==> config.mk <==
export PLATFORM = sky130hd
export DESIGN_NAME = irq_trap_controller_flat
export DESIGN_NICKNAME = d
export VERILOG_FILES = /design/src/rtl/irq_ctrl_pkg.sv /design/src/rtl/irq_trap_controller_if.sv /design/src/rtl/irq_arbiter.sv /design/src/rtl/irq_trap_controller.sv /design/src/flat_wrapper.sv
export SDC_FILE = /design/constraint.sdc
export NUM_CORES = 1
export LEC_CHECK = 0
export CORE_ASPECT_RATIO = 1.4
export CORE_MARGIN = 2
export CORE_UTILIZATION = 25
export DETAILED_ROUTE_END_ITERATION = 12
export GPL_TIMING_DRIVEN = 1
export SYNTH_ARGS = -nofsm -noshare
export SYNTH_HDL_FRONTEND = slang
export SYNTH_HIERARCHICAL = 1
export SYNTH_SLANG_ARGS = --single-unit
==> constraint.sdc <==
create_clock -name clk -period 1.9 [get_ports clk]
set_input_delay 0.285 -clock clk [delete_from_list [all_inputs] [get_ports clk]]
set_output_delay 0.285 -clock clk [all_outputs]
set_load 0.01 [all_outputs]
==> src/rtl/irq_ctrl_pkg.sv <==
// Shared constants for the interrupt trap controller: FSM encoding, config
// register map and the machine-external interrupt mcause value.
package irq_ctrl_pkg;
  localparam logic [1:0] ST_IDLE    = 2'd0;
  localparam logic [1:0] ST_ASSERT  = 2'd1;
  localparam logic [1:0] ST_SERVICE = 2'd2;

  localparam logic [1:0] CFG_ENABLE   = 2'd0;
  localparam logic [1:0] CFG_PENDING  = 2'd1;
  localparam logic [1:0] CFG_EDGE_SEL = 2'd2;
  localparam logic [1:0] CFG_CLAIM    = 2'd3;

  localparam logic [31:0] IRQ_MCAUSE = 32'h8000000B;
endpackage

==> src/rtl/irq_trap_controller_if.sv <==
// Bus between SoC/core side and the interrupt trap controller: raw sources,
// config register port and the exception-unit request/ack handshake.
interface irq_trap_controller_if #(
  parameter int NUM_SRC = 8,
  parameter int ID_W    = 3
);
  logic [NUM_SRC-1:0] src_irq;
  logic               cfg_we;
  logic [1:0]         cfg_addr;
  logic [31:0]        cfg_wdata;
  logic [31:0]        cfg_rdata;
  logic               mie;
  logic               trap_ack;
  logic               mret;
  logic               irq_out;
  logic [ID_W-1:0]    irq_id;
  logic               busy;

  modport master (
    output src_irq, cfg_we, cfg_addr, cfg_wdata, mie, trap_ack, mret,
    input  cfg_rdata, irq_out, irq_id, busy
  );

  modport slave (
    input  src_irq, cfg_we, cfg_addr, cfg_wdata, mie, trap_ack, mret,
    output cfg_rdata, irq_out, irq_id, busy
  );
endinterface

==> src/rtl/irq_arbiter.sv <==
// Combinational winner pick over the eligible-request mask.
// IRQ_ROUND_ROBIN_EN: first request above i_last (wrapping); else lowest index.
module irq_arbiter #(
  parameter int NUM_SRC = 8,
  parameter int ID_W    = 3
) (
  input  logic [NUM_SRC-1:0] i_req,
`ifdef IRQ_ROUND_ROBIN_EN
  input  logic [ID_W-1:0]    i_last,
`endif
  output logic               o_valid,
  output logic [ID_W-1:0]    o_id
);
`ifdef IRQ_ROUND_ROBIN_EN
  always_comb begin
    int idx;
    idx     = 0;
    o_valid = 1'b0;
    o_id    = '0;
    for (int k = 1; k <= NUM_SRC; k++) begin
      idx = int'(i_last) + k;
      if (idx >= NUM_SRC) idx = idx - NUM_SRC;
      if (!o_valid && i_req[idx]) begin
        o_valid = 1'b1;
        o_id    = ID_W'(idx);
      end
    end
  end
`else
  // Scan high to low so the lowest set index is the last write.
  always_comb begin
    o_valid = 1'b0;
    o_id    = '0;
    for (int i = NUM_SRC - 1; i >= 0; i--) begin
      if (i_req[i]) begin
        o_valid = 1'b1;
        o_id    = ID_W'(i);
      end
    end
  end
`endif
endmodule

==> src/rtl/irq_trap_controller.sv <==
// Interrupt trap controller: sync, latch pending, mask, arbitrate, and walk each
// interrupt through request -> trap -> handler -> mret. Option: IRQ_ROUND_ROBIN_EN.
module irq_trap_controller
  import irq_ctrl_pkg::*;
#(
  parameter int NUM_SRC = 8,
  parameter int ID_W    = 3
) (
  input logic                 clk,
  input logic                 rst,
  irq_trap_controller_if.slave bus
);
  logic [NUM_SRC-1:0] r_sync1, r_sync2, r_sync_d;
  logic [NUM_SRC-1:0] r_en, r_pend, r_edge;
  logic [1:0]         r_state;
  logic [ID_W-1:0]    r_id;

  logic [NUM_SRC-1:0] w_wdata, w_rise, w_clr, w_ack_oh, w_pend_nxt;
  logic               w_ack, w_valid, w_busy, w_unused;
  logic [ID_W-1:0]    w_win;
  logic [31:0]        w_rdata;

  assign w_wdata  = bus.cfg_wdata[NUM_SRC-1:0];
  assign w_unused = ^bus.cfg_wdata;
  assign w_rise   = r_sync2 & ~r_sync_d;
  assign w_ack    = (r_state == ST_ASSERT) && bus.trap_ack;
  assign w_busy   = (r_state != ST_IDLE);

  always_comb begin
    w_ack_oh = '0;
    if (w_ack) w_ack_oh[r_id] = 1'b1;
  end

  // Edge bits: set beats clear. Level bits simply track the synced line.
  assign w_clr      = ((bus.cfg_we && bus.cfg_addr == CFG_PENDING) ? w_wdata : '0) | w_ack_oh;
  assign w_pend_nxt = (r_edge & ((r_pend & ~w_clr) | w_rise)) | (~r_edge & r_sync2);

  always_ff @(posedge clk or negedge rst) begin
    if (!rst) begin
      r_sync1  <= '0;
      r_sync2  <= '0;
      r_sync_d <= '0;
      r_pend   <= '0;
    end else begin
      r_sync1  <= bus.src_irq;
      r_sync2  <= r_sync1;
      r_sync_d <= r_sync2;
      r_pend   <= w_pend_nxt;
    end
  end

  always_ff @(posedge clk or negedge rst) begin
    if (!rst) begin
      r_en   <= '0;
      r_edge <= '0;
    end else if (bus.cfg_we) begin
      if (bus.cfg_addr == CFG_ENABLE)   r_en   <= w_wdata;
      if (bus.cfg_addr == CFG_EDGE_SEL) r_edge <= w_wdata;
    end
  end

`ifdef IRQ_ROUND_ROBIN_EN
  logic [ID_W-1:0] r_last;

  always_ff @(posedge clk or negedge rst) begin
    if (!rst)       r_last <= ID_W'(NUM_SRC - 1);
    else if (w_ack) r_last <= r_id;
  end

  irq_arbiter #(.NUM_SRC(NUM_SRC), .ID_W(ID_W)) u_arb (
    .i_req   (r_pend & r_en),
    .i_last  (r_last),
    .o_valid (w_valid),
    .o_id    (w_win)
  );
`else
  irq_arbiter #(.NUM_SRC(NUM_SRC), .ID_W(ID_W)) u_arb (
    .i_req   (r_pend & r_en),
    .o_valid (w_valid),
    .o_id    (w_win)
  );
`endif

  always_ff @(posedge clk or negedge rst) begin
    if (!rst) begin
      r_state <= ST_IDLE;
      r_id    <= '0;
    end else begin
      case (r_state)
        ST_IDLE: begin
          if (w_valid && bus.mie) begin
            r_id    <= w_win;
            r_state <= ST_ASSERT;
          end
        end
        ST_ASSERT: begin
          // Ack outranks any withdrawal seen in the same cycle.
          if (bus.trap_ack)                       r_state <= ST_SERVICE;
          else if (!r_pend[r_id] || !r_en[r_id])  r_state <= ST_IDLE;
          else if (!bus.mie)                      r_state <= ST_IDLE;
        end
        ST_SERVICE: begin
          if (bus.mret) r_state <= ST_IDLE;
        end
        default: r_state <= ST_IDLE;
      endcase
    end
  end

  always_comb begin
    w_rdata = '0;
    case (bus.cfg_addr)
      CFG_ENABLE:   w_rdata = 32'(r_en);
      CFG_PENDING:  w_rdata = 32'(r_pend);
      CFG_EDGE_SEL: w_rdata = 32'(r_edge);
      default:      w_rdata = 32'({w_busy, r_id});
    endcase
  end

  assign bus.cfg_rdata = w_rdata;
  assign bus.irq_out   = (r_state == ST_ASSERT);
  assign bus.irq_id    = r_id;
  assign bus.busy      = w_busy;
endmodule

==> src/flat_wrapper.sv <==
// flat-port wrapper written by rule: the top's interface ports become plain ports
module irq_trap_controller_flat import irq_ctrl_pkg::*;
#(
  parameter int NUM_SRC = 8,
  parameter int ID_W    = 3
)
  (clk, rst, bus_src_irq, bus_cfg_we, bus_cfg_addr, bus_cfg_wdata, bus_mie, bus_trap_ack, bus_mret, bus_cfg_rdata, bus_irq_out, bus_irq_id, bus_busy);
  irq_trap_controller_if #(.NUM_SRC(NUM_SRC), .ID_W(ID_W)) bus_i ();
  input logic clk;
  input logic rst;
  input wire logic [$bits(bus_i.src_irq)-1:0] bus_src_irq;
  input wire logic [$bits(bus_i.cfg_we)-1:0] bus_cfg_we;
  input wire logic [$bits(bus_i.cfg_addr)-1:0] bus_cfg_addr;
  input wire logic [$bits(bus_i.cfg_wdata)-1:0] bus_cfg_wdata;
  input wire logic [$bits(bus_i.mie)-1:0] bus_mie;
  input wire logic [$bits(bus_i.trap_ack)-1:0] bus_trap_ack;
  input wire logic [$bits(bus_i.mret)-1:0] bus_mret;
  output wire logic [$bits(bus_i.cfg_rdata)-1:0] bus_cfg_rdata;
  output wire logic [$bits(bus_i.irq_out)-1:0] bus_irq_out;
  output wire logic [$bits(bus_i.irq_id)-1:0] bus_irq_id;
  output wire logic [$bits(bus_i.busy)-1:0] bus_busy;
  assign bus_i.src_irq = bus_src_irq;
  assign bus_i.cfg_we = bus_cfg_we;
  assign bus_i.cfg_addr = bus_cfg_addr;
  assign bus_i.cfg_wdata = bus_cfg_wdata;
  assign bus_i.mie = bus_mie;
  assign bus_i.trap_ack = bus_trap_ack;
  assign bus_i.mret = bus_mret;
  assign bus_cfg_rdata = bus_i.cfg_rdata;
  assign bus_irq_out = bus_i.irq_out;
  assign bus_irq_id = bus_i.irq_id;
  assign bus_busy = bus_i.busy;
  irq_trap_controller #(.NUM_SRC(NUM_SRC), .ID_W(ID_W)) u_core (.clk(clk), .rst(rst), .bus(bus_i));
endmodule
==> metrics <==
Remaining DRCs=0; 1st-iter DRT viols=112; share of cells above drive strength 1=0.241; TritonCTS Buffers=5; Die Wd=88.7 µm; worst skew pair latency=0.29 ns; Internal Power=2.63 mW; syn_area_per_cell=12.4 µm²; Synth Warn #=6; critical path data arrival time=1.58 ns; die area=10900 µm²; max cap viols=0; Peak VDD IR=429 µV; fin crit share=0.981; Die Ht=123 µm; total number of vias=1690; PD cells=1140 nW/µm²; status=completed; final-report setup violation count=0; CTS clk-pin slew, worst paths=0.07 ns; H-tree depth=2; cells after synthesis=202; ANT nets after route=0; Psw=1.10 mW; Max Buffers Root-to-Sink=2; root buf cell=clkbuf_16; clock sinks=53; Synth Register Bits=53; WP data required=1.62 ns; Final nets=308; GRT overflow=0; crit path time final=1.86 ns; RSZ-0062 raised after global routing=false; Synth cell types=35; switching share of power=0.295; hold violation count in the final report=0; num ports=85; most common cell after layout, fill and taps aside=dfrtp_1; Inst Count DP=387; Largest stage delay, worst path=0.52 ns; RePlAce Congestion=0.910; Area Growth Syn to Fin=30.5%; Combinational Power Share=0.327; final HPWL from detailed placement=4400 µm; CP startpoint kind=register; Starting Density=0.255; gr usage total=0.115; first-pass GRT wire length=9320 µm; fin cells=396; crit-path cells=mux4_2, dlygate4sd2_1; Leakage=1.47 nW; HP Class=register to register; Sequential Power Share=0.389; first-pass iteration count of the detailed router=4; most frequent cells in the layout=52 x dfrtp_1, 25 x clkdlybuf4s50_1, 24 x nand2_1, 24 x conb_1, 21 x mux2_2; initial antenna violation count=0; Avg Vias per Cell=4.27; drt total wl=5790 µm; Max Clock Freq=537 MHz; CP Capture Type=output pin; pin count of the biggest net entering global routing=54; Port Buffers=36; CP Class=register to output pin; CP top delay family=multiplexers; Ant. Diodes=0; row count=43; Synth Cell Area=2510 µm²; vias in the first global route=1791; worst-path maximum fanout=5; Clock power frac=0.284; Slowest-stage cell, CP=mux4_2; routed len/inst=14.6 µm; Layout Skew=0.00808 ns; Buf+Inv Stages, Crit Path=1; CTS tree=done; Place WS=-0.399 ns; final worst setup slack=0.0361 ns; core area=9850 µm²; register area share after synthesis=0.528; Slew Limit Fails=0
==> final cells by class <==
cell class,instances,area [µm²]
fill,1004,6570
sequential,53,1330
multi-input combinational,141,1060
timing repair buffer,58,546
tap,135,169
clock buffer,6,139
clock inverter,2,37.5
inverter,1,3.75
==> synthesized netlist by cell type <==
library cell  number  area (µm²)
nand3b_1           1        7.51
mux4_2             3        67.6
a2bb2oi_1          1        8.76
a22o_1             3        26.3
a21oi_1            4        20.0
mux2i_1            7        70.1
a21o_1             6        45.0
o21ai_0            5        25.0
a41o_1             1        10.0
inv_1              1        3.75
and2_1             8        50.1
clkbuf_1           3        11.3
and3b_1            1        8.76
nor3b_2            1        12.5
o41ai_1            1        8.76
or2_2              1        6.26
o21bai_1           1        7.51
buf_6              2        22.5
nand3_1            2        10.0
nor4_1             1        6.26
nor2b_1            6        37.5
and4b_2            1        11.3
mux2_2            21         236
a221oi_1           6        52.6
conb_1             1        3.75
and4bb_2           1        12.5
mux4_1             3        78.8
a211oi_1           1        7.51
nand4bb_1          1        11.3
buf_4             24         180
dfrtp_1           53        1330
buf_2              1        5.00
nand2_1           24        90.1
nor2_1             5        18.8
nor4_2             1        12.5
==> path summary, 6_finish.rpt <==
kind                                           start              endpoint  slack, ns  cells past startpoint
worst max register to register        u_core/r_en[5]  u_core/bus.irq_id[1]       0.21                      6
max in group asynchronous                        rst     u_core/r_sync1[2]       1.14                      3
min in group asynchronous                        rst    u_core/r_sync_d[5]       0.51                      3
worst max-delay path            u_core/bus.irq_id[0]      bus_cfg_rdata[0]       0.04                      2
worst min register to register     u_core/r_sync1[2]     u_core/r_sync2[2]       0.34                      0
worst min-delay path               u_core/r_sync1[2]     u_core/r_sync2[2]       0.34                      0
==> flip-flops by register name, indices dropped and copies added (netlist names) <==
name / cells
u_core/r_edge: 8
u_core/r_sync1: 8
u_core/r_en: 8
u_core/r_state: 2
u_core/bus.irq_id: 3
u_core/r_pend: 8
u_core/r_sync_d: 8
u_core/r_sync2: 8
==> kinds of logic (layout without fill, tap and decap cells) <==
| logic type | count (synthesis) | in the layout | synth area share |
|---|---|---|---|
| muxes | 34 | 34 | 0.180 |
| buffers and inverters | 31 | 67 | 0.0886 |
| and+or+nand+nor | 54 | 54 | 0.118 |
| other | 1 | 24 | 0.00149 |
| DFF | 53 | 53 | 0.528 |
| AOI/OAI and AO/OA | 29 | 29 | 0.0842 |
==> power groups by stage <==
stage | Clock (mW) | Sequential [mW] | Combinational, mW
finish | 1.06 | 1.45 | 1.22
CTS | 1.09 | 1.45 | 1.23
global placement | 0 | 1.47 | 1.21
detailed placement | 0 | 1.47 | 1.23
floorplan | 0 | 1.43 | 0.733
global route | 1.13 | 1.47 | 1.33
==> stage by stage <==
| step | util | total power, mW | cell area [µm²] | hold WS (ns) | setup TNS, ns |
|---|---|---|---|---|---|
| global route | 0.333 | 3.93 | 3280 | 0.354 | 0 |
| floorplan | - | 2.17 | 2600 | -0.0106 | 0 |
| global placement | 0.314 | 2.68 | 3090 | 0.304 | -3.07 |
| CTS | 0.332 | 3.77 | 3270 | 0.344 | 0 |
| detailed placement | 0.314 | 2.70 | 3090 | 0.305 | -3.64 |
| finish | 0.333 | 3.74 | 3280 | 0.339 | 0 |
==> timing repair <==
item                       CTS  global route
resized for setup           18             3
setup endpoints to repair    9             3
hold buffers                 1             0
hold endpoints to repair    53             0
buffers inserted             0             0
==> per-layer routing <==
layer	part of all wire	routed length, µm	GRT usage
met1	0.40	2320	0.134
met2	0.51	2960	0.193
met3	0.057	329	0.0289
met4	0.029	170	0.0597
met5	0	0	0
Note: power is estimated with default switching activity, not from simulation.
